### src/rtl/prbs_tx_gen_if.sv
// +--------------------------------------------------------------------------+
// | prbs_tx_gen_if : control/strobe bundle between PRBS source and consumer |
// | Optional PRBS_TX_ERR_INJ_EN adds the error-injection request and count. |
// | Revision: 1.0                                                            |
// +--------------------------------------------------------------------------+
`default_nettype none

interface prbs_tx_gen_if #(
  parameter int CNT_W = 9
);
  logic             i_enable;
  logic [1:0]       i_phase;
  logic             o_bit;
  logic             o_valid;
  logic             o_seq_start;
  logic [CNT_W-1:0] o_sym_count;
`ifdef PRBS_TX_ERR_INJ_EN
  logic             i_inject;
  logic [7:0]       o_inj_count;

  modport master (
    input  i_enable, i_phase, i_inject,
    output o_bit, o_valid, o_seq_start, o_sym_count, o_inj_count
  );
  modport slave (
    output i_enable, i_phase, i_inject,
    input  o_bit, o_valid, o_seq_start, o_sym_count, o_inj_count
  );
`else
  modport master (
    input  i_enable, i_phase,
    output o_bit, o_valid, o_seq_start, o_sym_count
  );
  modport slave (
    output i_enable, i_phase,
    input  o_bit, o_valid, o_seq_start, o_sym_count
  );
`endif
endinterface

`default_nettype wire

### src/rtl/prbs_tx_gen.sv
// +--------------------------------------------------------------------------+
// | prbs_tx_gen : PRBS9 (x^9+x^5+1) transmit source, one strobed symbol per  |
// | OS_RATE clocks. Macro PRBS_TX_ERR_INJ_EN enables single-bit error inject.|
// | Revision: 1.0                                                            |
// +--------------------------------------------------------------------------+
`default_nettype none

module prbs_tx_gen #(
  parameter int                  PRBS_LEN = 9,
  parameter logic [PRBS_LEN-1:0] SEED     = 9'h1AA,
  parameter int                  OS_RATE  = 4,
  parameter int                  CNT_W    = 9
) (
  input  wire logic      clk,
  input  wire logic      rst,
  prbs_tx_gen_if.master  bus
);

  localparam int                  OS_W     = (OS_RATE > 1) ? $clog2(OS_RATE) : 1;
  localparam logic [PRBS_LEN-1:0] SEED_EFF = (SEED == '0) ? PRBS_LEN'(1) : SEED;
  localparam logic [CNT_W-1:0]    LAST_SYM = CNT_W'(510);
  localparam logic [OS_W-1:0]     OS_LAST  = OS_W'(OS_RATE - 1);
  localparam int                  MAX_PH   = (OS_RATE - 1 > 3) ? 3 : OS_RATE - 1;

  typedef enum logic [1:0] {
    IDLE = 2'd0,
    LOAD = 2'd1,
    RUN  = 2'd2
  } state_t;

  state_t              state_q;
  logic [PRBS_LEN-1:0] lfsr_q;
  logic [OS_W-1:0]     os_cnt_q;
  logic [CNT_W-1:0]    sym_cnt_q;
  logic [1:0]          phase_q;

  logic [PRBS_LEN-1:0] lfsr_d;
  logic [OS_W-1:0]     os_cnt_d;
  logic [CNT_W-1:0]    sym_cnt_d;
  logic [1:0]          eff_phase;
  logic                os_hit;
  logic                strobe;
  logic                inj_flip;

  assign eff_phase = (int'(bus.i_phase) > MAX_PH) ? 2'(MAX_PH) : bus.i_phase;
  assign lfsr_d    = {lfsr_q[PRBS_LEN-2:0], lfsr_q[PRBS_LEN-1] ^ lfsr_q[4]};
  assign sym_cnt_d = (sym_cnt_q == LAST_SYM) ? '0 : sym_cnt_q + 1'b1;
  assign os_cnt_d  = (os_cnt_q == OS_LAST) ? '0 : os_cnt_q + 1'b1;
  assign os_hit    = (int'(os_cnt_q) == int'(phase_q));

  // Exactly the RUN-cycle condition under which a symbol is emitted below.
  assign strobe = (state_q == RUN) && bus.i_enable && (eff_phase == phase_q) &&
                  (lfsr_q != '0) && os_hit;

  always_ff @(posedge clk or negedge rst) begin
    if (!rst) begin
      state_q         <= IDLE;
      lfsr_q          <= SEED_EFF;
      os_cnt_q        <= '0;
      sym_cnt_q       <= '0;
      phase_q         <= '0;
      bus.o_bit       <= 1'b0;
      bus.o_valid     <= 1'b0;
      bus.o_seq_start <= 1'b0;
      bus.o_sym_count <= '0;
    end else begin
      case (state_q)
        IDLE: begin
          bus.o_valid     <= 1'b0;
          bus.o_seq_start <= 1'b0;
          if (bus.i_enable) state_q <= LOAD;
        end
        LOAD: begin
          lfsr_q          <= SEED_EFF;
          os_cnt_q        <= '0;
          sym_cnt_q       <= '0;
          phase_q         <= eff_phase;
          bus.o_valid     <= 1'b0;
          bus.o_seq_start <= 1'b0;
          state_q         <= RUN;
        end
        RUN: begin
          if (!bus.i_enable) begin
            state_q         <= IDLE;
            bus.o_valid     <= 1'b0;
            bus.o_seq_start <= 1'b0;
          end else if (eff_phase != phase_q) begin
            state_q         <= LOAD;
            bus.o_valid     <= 1'b0;
            bus.o_seq_start <= 1'b0;
          end else if (lfsr_q == '0) begin
            // Recovery from an upset into the all-zero lock-up state.
            lfsr_q          <= SEED_EFF;
            bus.o_valid     <= 1'b0;
            bus.o_seq_start <= 1'b0;
          end else begin
            os_cnt_q <= os_cnt_d;
            if (os_hit) begin
              bus.o_valid     <= 1'b1;
              bus.o_bit       <= lfsr_q[PRBS_LEN-1] ^ inj_flip;
              bus.o_sym_count <= sym_cnt_q;
              bus.o_seq_start <= (sym_cnt_q == '0);
              lfsr_q          <= lfsr_d;
              sym_cnt_q       <= sym_cnt_d;
            end else begin
              bus.o_valid     <= 1'b0;
              bus.o_seq_start <= 1'b0;
            end
          end
        end
        default: begin
          state_q         <= IDLE;
          bus.o_valid     <= 1'b0;
          bus.o_seq_start <= 1'b0;
        end
      endcase
    end
  end

`ifdef PRBS_TX_ERR_INJ_EN
  logic       pending_q;
  logic [7:0] inj_cnt_q;

  // A request landing on the consuming strobe merges into the one being served.
  always_ff @(posedge clk or negedge rst) begin
    if (!rst) begin
      pending_q <= 1'b0;
      inj_cnt_q <= 8'd0;
    end else if (strobe && pending_q) begin
      pending_q <= 1'b0;
      if (inj_cnt_q != 8'hFF) inj_cnt_q <= inj_cnt_q + 8'd1;
    end else if (bus.i_inject) begin
      pending_q <= 1'b1;
    end
  end

  assign inj_flip        = pending_q;
  assign bus.o_inj_count = inj_cnt_q;
`else
  assign inj_flip = 1'b0;
`endif

endmodule

`default_nettype wire

### src/flat_wrapper.sv
// flat-port wrapper written by rule: the top's interface ports become plain ports
module prbs_tx_gen_flat 
#(
  parameter int                  PRBS_LEN = 9,
  parameter logic [PRBS_LEN-1:0] SEED     = 9'h1AA,
  parameter int                  OS_RATE  = 4,
  parameter int                  CNT_W    = 9
)
  (clk, rst, bus_i_enable, bus_i_phase, bus_o_bit, bus_o_valid, bus_o_seq_start, bus_o_sym_count);
  prbs_tx_gen_if #(.CNT_W(CNT_W)) bus_i ();
  input  wire logic clk;
  input  wire logic rst;
  input wire logic [$bits(bus_i.i_enable)-1:0] bus_i_enable;
  input wire logic [$bits(bus_i.i_phase)-1:0] bus_i_phase;
  output wire logic [$bits(bus_i.o_bit)-1:0] bus_o_bit;
  output wire logic [$bits(bus_i.o_valid)-1:0] bus_o_valid;
  output wire logic [$bits(bus_i.o_seq_start)-1:0] bus_o_seq_start;
  output wire logic [$bits(bus_i.o_sym_count)-1:0] bus_o_sym_count;
  assign bus_i.i_enable = bus_i_enable;
  assign bus_i.i_phase = bus_i_phase;
  assign bus_o_bit = bus_i.o_bit;
  assign bus_o_valid = bus_i.o_valid;
  assign bus_o_seq_start = bus_i.o_seq_start;
  assign bus_o_sym_count = bus_i.o_sym_count;
  prbs_tx_gen #(.PRBS_LEN(PRBS_LEN), .SEED(SEED), .OS_RATE(OS_RATE), .CNT_W(CNT_W)) u_core (.clk(clk), .rst(rst), .bus(bus_i));
endmodule
### config.mk
export PLATFORM = sky130hd
export DESIGN_NAME = prbs_tx_gen_flat
export DESIGN_NICKNAME = d
export VERILOG_FILES = /design/src/rtl/prbs_tx_gen_if.sv /design/src/rtl/prbs_tx_gen.sv /design/src/flat_wrapper.sv
export SDC_FILE = /design/constraint.sdc
export NUM_CORES = 1
export LEC_CHECK = 0
export CORE_MARGIN = 3
export CORE_UTILIZATION = 35
export DETAILED_ROUTE_END_ITERATION = 8
export DONT_BUFFER_PORTS = 1
export HOLD_SLACK_MARGIN = 0.15
export PLACE_DENSITY = 0.49
export SLEW_MARGIN = 15
export SYNTH_ARGS = -nofsm -noshare
export SYNTH_HDL_FRONTEND = slang
export SYNTH_SLANG_ARGS = --single-unit
export TNS_END_PERCENT = 50
### constraint.sdc
create_clock -name clk -period 1.55 [get_ports clk]
set_input_delay 0.2325 -clock clk [delete_from_list [all_inputs] [get_ports clk]]
set_output_delay 0.2325 -clock clk [all_outputs]
set_load 0.02 [all_outputs]
==> impl_metrics.py, run 1 <==
metrics = {
    "outcome": {
        "status": "finished, violations left",
        "violations": "setup timing",
    },
    "critical_path": {
        "reg2reg_depth": 5,
        "worstSetupEndpointType": "register",
        "worstPathRequired_ns": 1.74,
        "arrival_ns": 1.86,
        "crit_type": "register to register",
        "regToRegEndpoint": "u_core.sym_cnt_q[7]",
        "r2r_start": "u_core.phase_q[1]",
        "path_max_fanout": 4,
        "crit_path_start_kind": "register",
        "r2r_setup_slack_ns": -0.12,
        "cp-startpoint": "u_core.phase_q[1]",
    },
    "cells_and_area": {
        "area_growth_pct": 48.3,
        "final_cells": 300,
        "fin_nets": 243,
        "antennaDiodeCount": 0,
        "drive_above_1_share_pct": 45.5,
    },
    "power_and_ir_drop": {
        "p_leak_nw": 1.18,
        "p_per_area_nw_per_um2": 1040,
        "finalPower_mw": 2.67,
        "ir_drop_mv": 0.599,
    },
    "synth": {
        "synth_common_cells": "nand2_1 (35), dfrtp_1 (31), nor2_1 (15), o21ai_0 (12), inv_1 (10)",
        "ys.flop_type": "dfrtp_1",
        "yosysWarnings": 0,
        "synth.largest_area_cell": "dfrtp_1",
        "synth_nets": 185,
        "async_flop_share_pct": 100,
        "synth_edf_count": 0,
        "synth-seq-cells": 36,
        "yosysMostFrequentCell": "nand2_1",
        "ys_top_cells_by_area": "dfrtp_1 (45%), dfstp_2 (7.6%), nand2_1 (7.6%), o31ai_1 (3.9%), o21ai_0 (3.5%)",
        "netlist-cell-type-count": 38,
        "synth_area_um2": 1730,
        "syn_avg_cell_area_um2": 9.82,
        "yosysSeqAreaShare_pct": 52.5,
        "synth_cells": 176,
        "yosysTopAreaCellShare_pct": 44.9,
    },
    "global_routing": {
        "grt_pass1_vias": 1466,
        "grt_first_pass_wirelength_mm": 6.80,
        "antenna_found_initial": 0,
        "grt_overflow": 0,
        "grt_max_degree": 37,
        "gr-usage-all-layers_pct": 14.3,
    },
    "worst_hold_path": {
        "holdPathStages": 3,
        "hp-start": "bus_i_phase[1]",
        "hold_path_class": "primary input to register",
        "hold_path_end": "u_core.state_q[1]",
    },
    "route": {
        "firstDrtPassIters": 4,
        "route.detailed.drc": 0,
        "routed_wl_mm": 4.19,
        "ant_nets": 0,
        "drt_iter0_markers": 73,
        "wl_per_cell_um": 14.0,
        "viasPerCell": 4.97,
        "vias": 1492,
    },
    "floorplan": {
        "start_util_pct": 37.9,
        "core.rowCount": 24,
        "chipWidth_um": 76.3,
        "die_area_um2": 5820,
        "ioPinCount": 17,
        "fp.dieH_um": 76.3,
        "core-area_um2": 4560,
    },
    "placement": {
        "place.gp.congestion": 0.853,
        "place_ws_ns": -0.202,
        "hpwlAfterDp_mm": 2.80,
        "io_buffers": 0,
        "post-place-cells": 272,
    },
    "timing": {
        "hold_viol_final": 0,
        "max_freq_mhz": 600,
        "whs_ns": 0.228,
        "rsz0062_at_grt": "yes",
        "tightest_slew_ns": 0.402,
        "fin_worst_skew_ns": 0.00552,
        "fin_crit_ns": 1.67,
        "setup_violations": 17,
        "fin_crit_sh_pct": 107,
        "max_slew_margin_pct": 73.2,
        "fin_ws_ns": -0.116,
        "drv_slew": 0,
    },
    "clocking": {
        "htree_levels": 2,
        "clk_path_buf_depth": 2,
        "clock-root-buffer": "clkbuf_8",
        "clkLatencyLatePin_ns": 0.28,
        "clk_pin_slew_ns": 0.07,
        "clock_sinks": 36,
        "cts_tree": "built",
        "cts_buffers": 5,
    },
    "run": {
        "max_cap_viol_count": 0,
    },
}
layout make-up:
type	count	area (um2)
fill	405	2000
multi-input combinational	126	926
sequential	36	910
timing repair buffer	54	490
tap	65	81.3
clock buffer	6	72.6
inverter	10	41.3
clock inverter	2	35.0
timing repair inverter	1	7.51
metal layers:
layer  up-vias  wire, um  track usage, %  share of wire, %
met3         6       179            3.31               4.3
met1       724      1890            18.7                45
met5         -         0               0                 0
met4         0        59            4.89               1.4
met2        30      2050            23.4                49
li1        732         -               -                 -
how the worst max path moves through the flow:
| stage | slack [ns] | cells after the start | end |
|---|---|---|---|
| after floorplan | -0.09 | 6 | u_core.sym_cnt_q[7] |
| after global placement | -0.20 | 5 | u_core.sym_cnt_q[7] |
| after detailed placement | -0.20 | 5 | u_core.sym_cnt_q[7] |
| after CTS | -0.17 | 5 | u_core.sym_cnt_q[7] |
| after global routing | -0.17 | 9 | u_core.sym_cnt_q[8] |
| final | -0.12 | 5 | u_core.sym_cnt_q[7] |
logic make-up after synthesis:
group	synth area share [%]
DFF	52.5
and+or+nand+nor	23.5
adders and majority gates	2.89
xor gates and xnor gates	2.53
AOI/OAI and AO/OA	13.4
muxes	1.88
buffers and inverters	3.33
state kept, by name, summed over array words and instances, names as in the netlist:
name                    flops
u_core.sym_cnt_q            9
u_core.state_q              2
u_core.lfsr_q               9
u_core.bus.o_seq_start      1
u_core.bus.o_valid          1
u_core.os_cnt_q             2
u_core.bus.o_bit            1
u_core.phase_q              2
u_core.bus.o_sym_count      9
worst max-delay path, cell delays in order, from the launching register on:
cell     delay [ns]
dfrtp_2        0.44
xnor2_2        0.16
and4_4         0.29
nand2_2        0.07
or4_4          0.43
o31ai_2        0.19
metrics by stage:
| step | area (um2) | setup TNS (ns) | util [%] |
|---|---|---|---|
| after global routing | 2560 | -3.48 | 56.2 |
| after floorplan | 1740 | -0.279 | - |
| after CTS | 2330 | -1.01 | 51.1 |
| final | 2560 | -1.22 | 56.2 |
| after global placement | 2060 | -2.00 | 45.1 |
| after detailed placement | 2060 | -2.57 | 45.1 |
power breakdown:
part / internal, mW / switching (mW)
sequential: 1.08 / 0.133
clock: 0.477 / 0.333
combinational: 0.354 / 0.295
total: 1.91 / 0.761
cell usage in the layout, fill, tap and decap left out, types with 2 or more instances in the layout:
| cell type | instances |
|---|---|
| o21ai_0 | 5 |
| clkinvlp_4 | 2 |
| mux2_2 | 2 |
| nor2_1 | 12 |
| a21oi_1 | 5 |
| dfrtp_1 | 29 |
| buf_12 | 2 |
| buf_4 | 42 |
| nor3_1 | 3 |
| xnor2_2 | 4 |
| nor3_2 | 2 |
| inv_1 | 8 |
| nor2_2 | 3 |
| buf_6 | 4 |
| nand3_2 | 2 |
| o21ai_1 | 6 |
| dlygate4sd3_1 | 4 |
| dfstp_2 | 5 |
| and3_4 | 2 |
| o21ai_2 | 2 |
| nand2_2 | 6 |
| clkbuf_16 | 2 |
| nand2_1 | 30 |
| o31ai_1 | 2 |
| nand2b_1 | 2 |
| dfrtp_2 | 2 |
| nand4_1 | 4 |
| o31ai_2 | 6 |
| ha_1 | 3 |
| nand3_1 | 5 |
| clkbuf_8 | 5 |
timing repair:
action | in CTS | in global routing
hold buffers | 5 | 0
endpoints found under the hold margin | 40 | 0
pin swaps | 9 | 17
resized for setup | 9 | 38
endpoints found under the setup margin | 20 | 29
buffers inserted | 6 | 6
gates cloned | 0 | 3
No activity file was read; power rests on OpenSTA's default activity.
==> inputs of run 2 (changes only) <==
- CAP_MARGIN: default -> 20
==> results of run 2 <==
Same layout as run 1: the final DEF is identical, and so are final timing and power.
==> inputs of run 3 (changes only) <==
- PLACE_DENSITY: 0.49 -> default
- PLACE_DENSITY_LB_ADDON: default -> 0.15
==> run 3 against run 2 <==
- the flow still finishes with violations (setup timing)
- global-route usage rose by 0.66 points
- total power fell by 6.6%
- utilization fell by 2.2 points
- count of clock-buffer cells in the layout rose by 1
- combinational power fell by 9.4%
- fmax fell by 1.1%
- critical endpoint is now u_core.sym_cnt_q[8]
- sequential power barely moved
- clock power fell by 14%
- largest cell class is now registers
- non-clock buffer count fell by 3
- clock skew rose by 0.00088 ns
==> impl_metrics.py, run 3 (same netlist as run 1, synthesis figures left out) <==
metrics = {
    "outcome": {
        "status": "finished, violations left",
        "violations": "setup timing",
    },
    "timing": {
        "fin_setup_tns_ns": -1.87,
        "setup_violations": 30,
        "max_slew_margin_pct": 78.0,
        "tightest_slew_ns": 0.328,
        "fin_worst_skew_ns": 0.00641,
        "max_freq_mhz": 594,
        "whs_ns": 0.209,
        "hold_viol_final": 0,
        "fin_crit_ns": 1.68,
        "rsz0062_at_grt": "yes",
        "drv_slew": 0,
        "fin_crit_sh_pct": 109,
        "fin_ws_ns": -0.134,
    },
    "floorplan": {
        "die_area_um2": 5820,
        "core-area_um2": 4560,
        "fp.dieH_um": 76.3,
        "start_util_pct": 37.9,
        "ioPinCount": 17,
        "core.rowCount": 24,
        "chipWidth_um": 76.3,
    },
    "critical_path": {
        "r2r_setup_slack_ns": -0.13,
        "r2r_start": "u_core.phase_q[1]",
        "crit_type": "register to register",
        "regToRegEndpoint": "u_core.sym_cnt_q[8]",
        "arrival_ns": 1.89,
        "crit_path_start_kind": "register",
        "path_max_fanout": 3,
        "worstSetupEndpointType": "register",
        "reg2reg_depth": 6,
        "worstPathRequired_ns": 1.75,
    },
    "worst_hold_path": {
        "hold_path_class": "primary input to register",
        "hp-start": "bus_i_phase[1]",
        "hold_path_end": "u_core.state_q[1]",
        "holdPathStages": 3,
    },
    "cells_and_area": {
        "drive_above_1_share_pct": 41.4,
        "final_util_pct": 54.0,
        "mostFrequentLayoutCell": "buf_4",
        "most-common-layout-cells": "buf_4 (41), nand2_1 (33), dfrtp_1 (29)",
        "area_growth_pct": 42.5,
        "finish.instance_area_um2": 2460,
        "reg_top3": "u_core.bus.o_sym_count (9), u_core.lfsr_q (9), u_core.sym_cnt_q (9)",
        "fin_nets": 240,
        "final_cells": 297,
        "antennaDiodeCount": 0,
    },
    "power_and_ir_drop": {
        "p_per_area_nw_per_um2": 1010,
        "intPower_mw": 1.74,
        "p_seq_share_pct": 48.5,
        "p_leak_nw": 1.14,
        "finalPower_mw": 2.50,
        "p_sw_mw": 0.753,
        "p_comb_share_pct": 23.6,
        "clkPwrFrac_pct": 27.9,
        "ir_drop_mv": 0.572,
        "p_sw_share_pct": 30.1,
    },
    "global_routing": {
        "grt_pass1_vias": 1490,
        "gr-usage-all-layers_pct": 15.0,
        "antenna_found_initial": 0,
        "grt_max_degree": 37,
        "grt_first_pass_wirelength_mm": 7.07,
        "grt_overflow": 0,
    },
    "clocking": {
        "htree_levels": 2,
        "cts_buffers": 5,
        "clk_path_buf_depth": 2,
        "clock_sinks": 36,
        "cts_tree": "built",
        "clock-root-buffer": "clkbuf_8",
        "clkLatencyLatePin_ns": 0.29,
        "clk_pin_slew_ns": 0.08,
    },
    "run": {
        "max_cap_viol_count": 0,
    },
    "route": {
        "vias": 1482,
        "ant_nets": 0,
        "viasPerCell": 4.99,
        "routed_wl_mm": 4.13,
        "drt_iter0_markers": 80,
        "route.detailed.drc": 0,
        "wl_per_cell_um": 13.9,
        "firstDrtPassIters": 4,
    },
    "placement": {
        "place_ws_ns": -0.266,
        "dpl_cell_area_um2": 2070,
        "place.gp.congestion": 0.807,
        "hpwlAfterDp_mm": 2.95,
        "io_buffers": 0,
        "post-place-cells": 274,
    },
}
[run 3: cell count changes in the layout (fill, tap and decap cells not counted), moves of 2 or more]
cell	change
and3_1	+2
and3_4	-2
clkbuf_16	-2
nand2_1	+3
nand2_2	-3
nor2_1	+3
nor2_2	-3
o31ai_1	-2
[run 3: power groups by stage]
stage	combinational, mW	sequential (mW)	clock [mW]
CTS	0.568	1.19	0.714
floorplan	0.272	1.19	0
detailed placement	0.446	1.20	0
global placement	0.432	1.20	0
finish	0.589	1.21	0.698
global route	0.654	1.23	0.759
[run 3: how the worst max path moves through the flow]
stage                         from                  end  cells past startpoint
4_1_cts          u_core.phase_q[1]  u_core.sym_cnt_q[7]                      5
5_1_grt           u_core.lfsr_q[4]  u_core.sym_cnt_q[3]                      6
2_1_floorplan  u_core.sym_cnt_q[0]  u_core.sym_cnt_q[7]                      6
6_report         u_core.phase_q[1]  u_core.sym_cnt_q[8]                      6
3_3_place_gp     u_core.phase_q[1]  u_core.sym_cnt_q[7]                      5
3_5_place_dp     u_core.phase_q[0]  u_core.sym_cnt_q[7]                      5
[run 3: layout make-up]
type | count | area (um2)
inverter | 10 | 41.3
tap | 65 | 81.3
timing repair inverter | 1 | 7.51
timing repair buffer | 51 | 433
clock inverter | 1 | 7.51
clock buffer | 7 | 86.3
sequential | 36 | 910
fill | 430 | 2100
multi-input combinational | 126 | 897
[run 3: repair_timing]
item                                    CTS  global route
hold buffers                              5             0
endpoints found under the hold margin    40             0
cloned                                    0             1
endpoints found under the setup margin   22            32
resized for setup                        15            23
buffers inserted                          6             3
pin swaps                                 9             8
[run 3: per-layer routing]
layer	wire length, um	track usage, %	up-vias
met5	0	0	-
met4	47	5.43	0
met3	126	3.31	5
met2	2110	25.8	31
met1	1840	18.4	720
li1	-	-	726
[run 3: critical path: stages, from the launching register on]
cell and delay [ns]:
dfrtp_2 0.45, xnor2_2 0.15, and4_4 0.27, buf_6 0.11
nand3_4 0.08, or3_4 0.37, o31ai_2 0.17
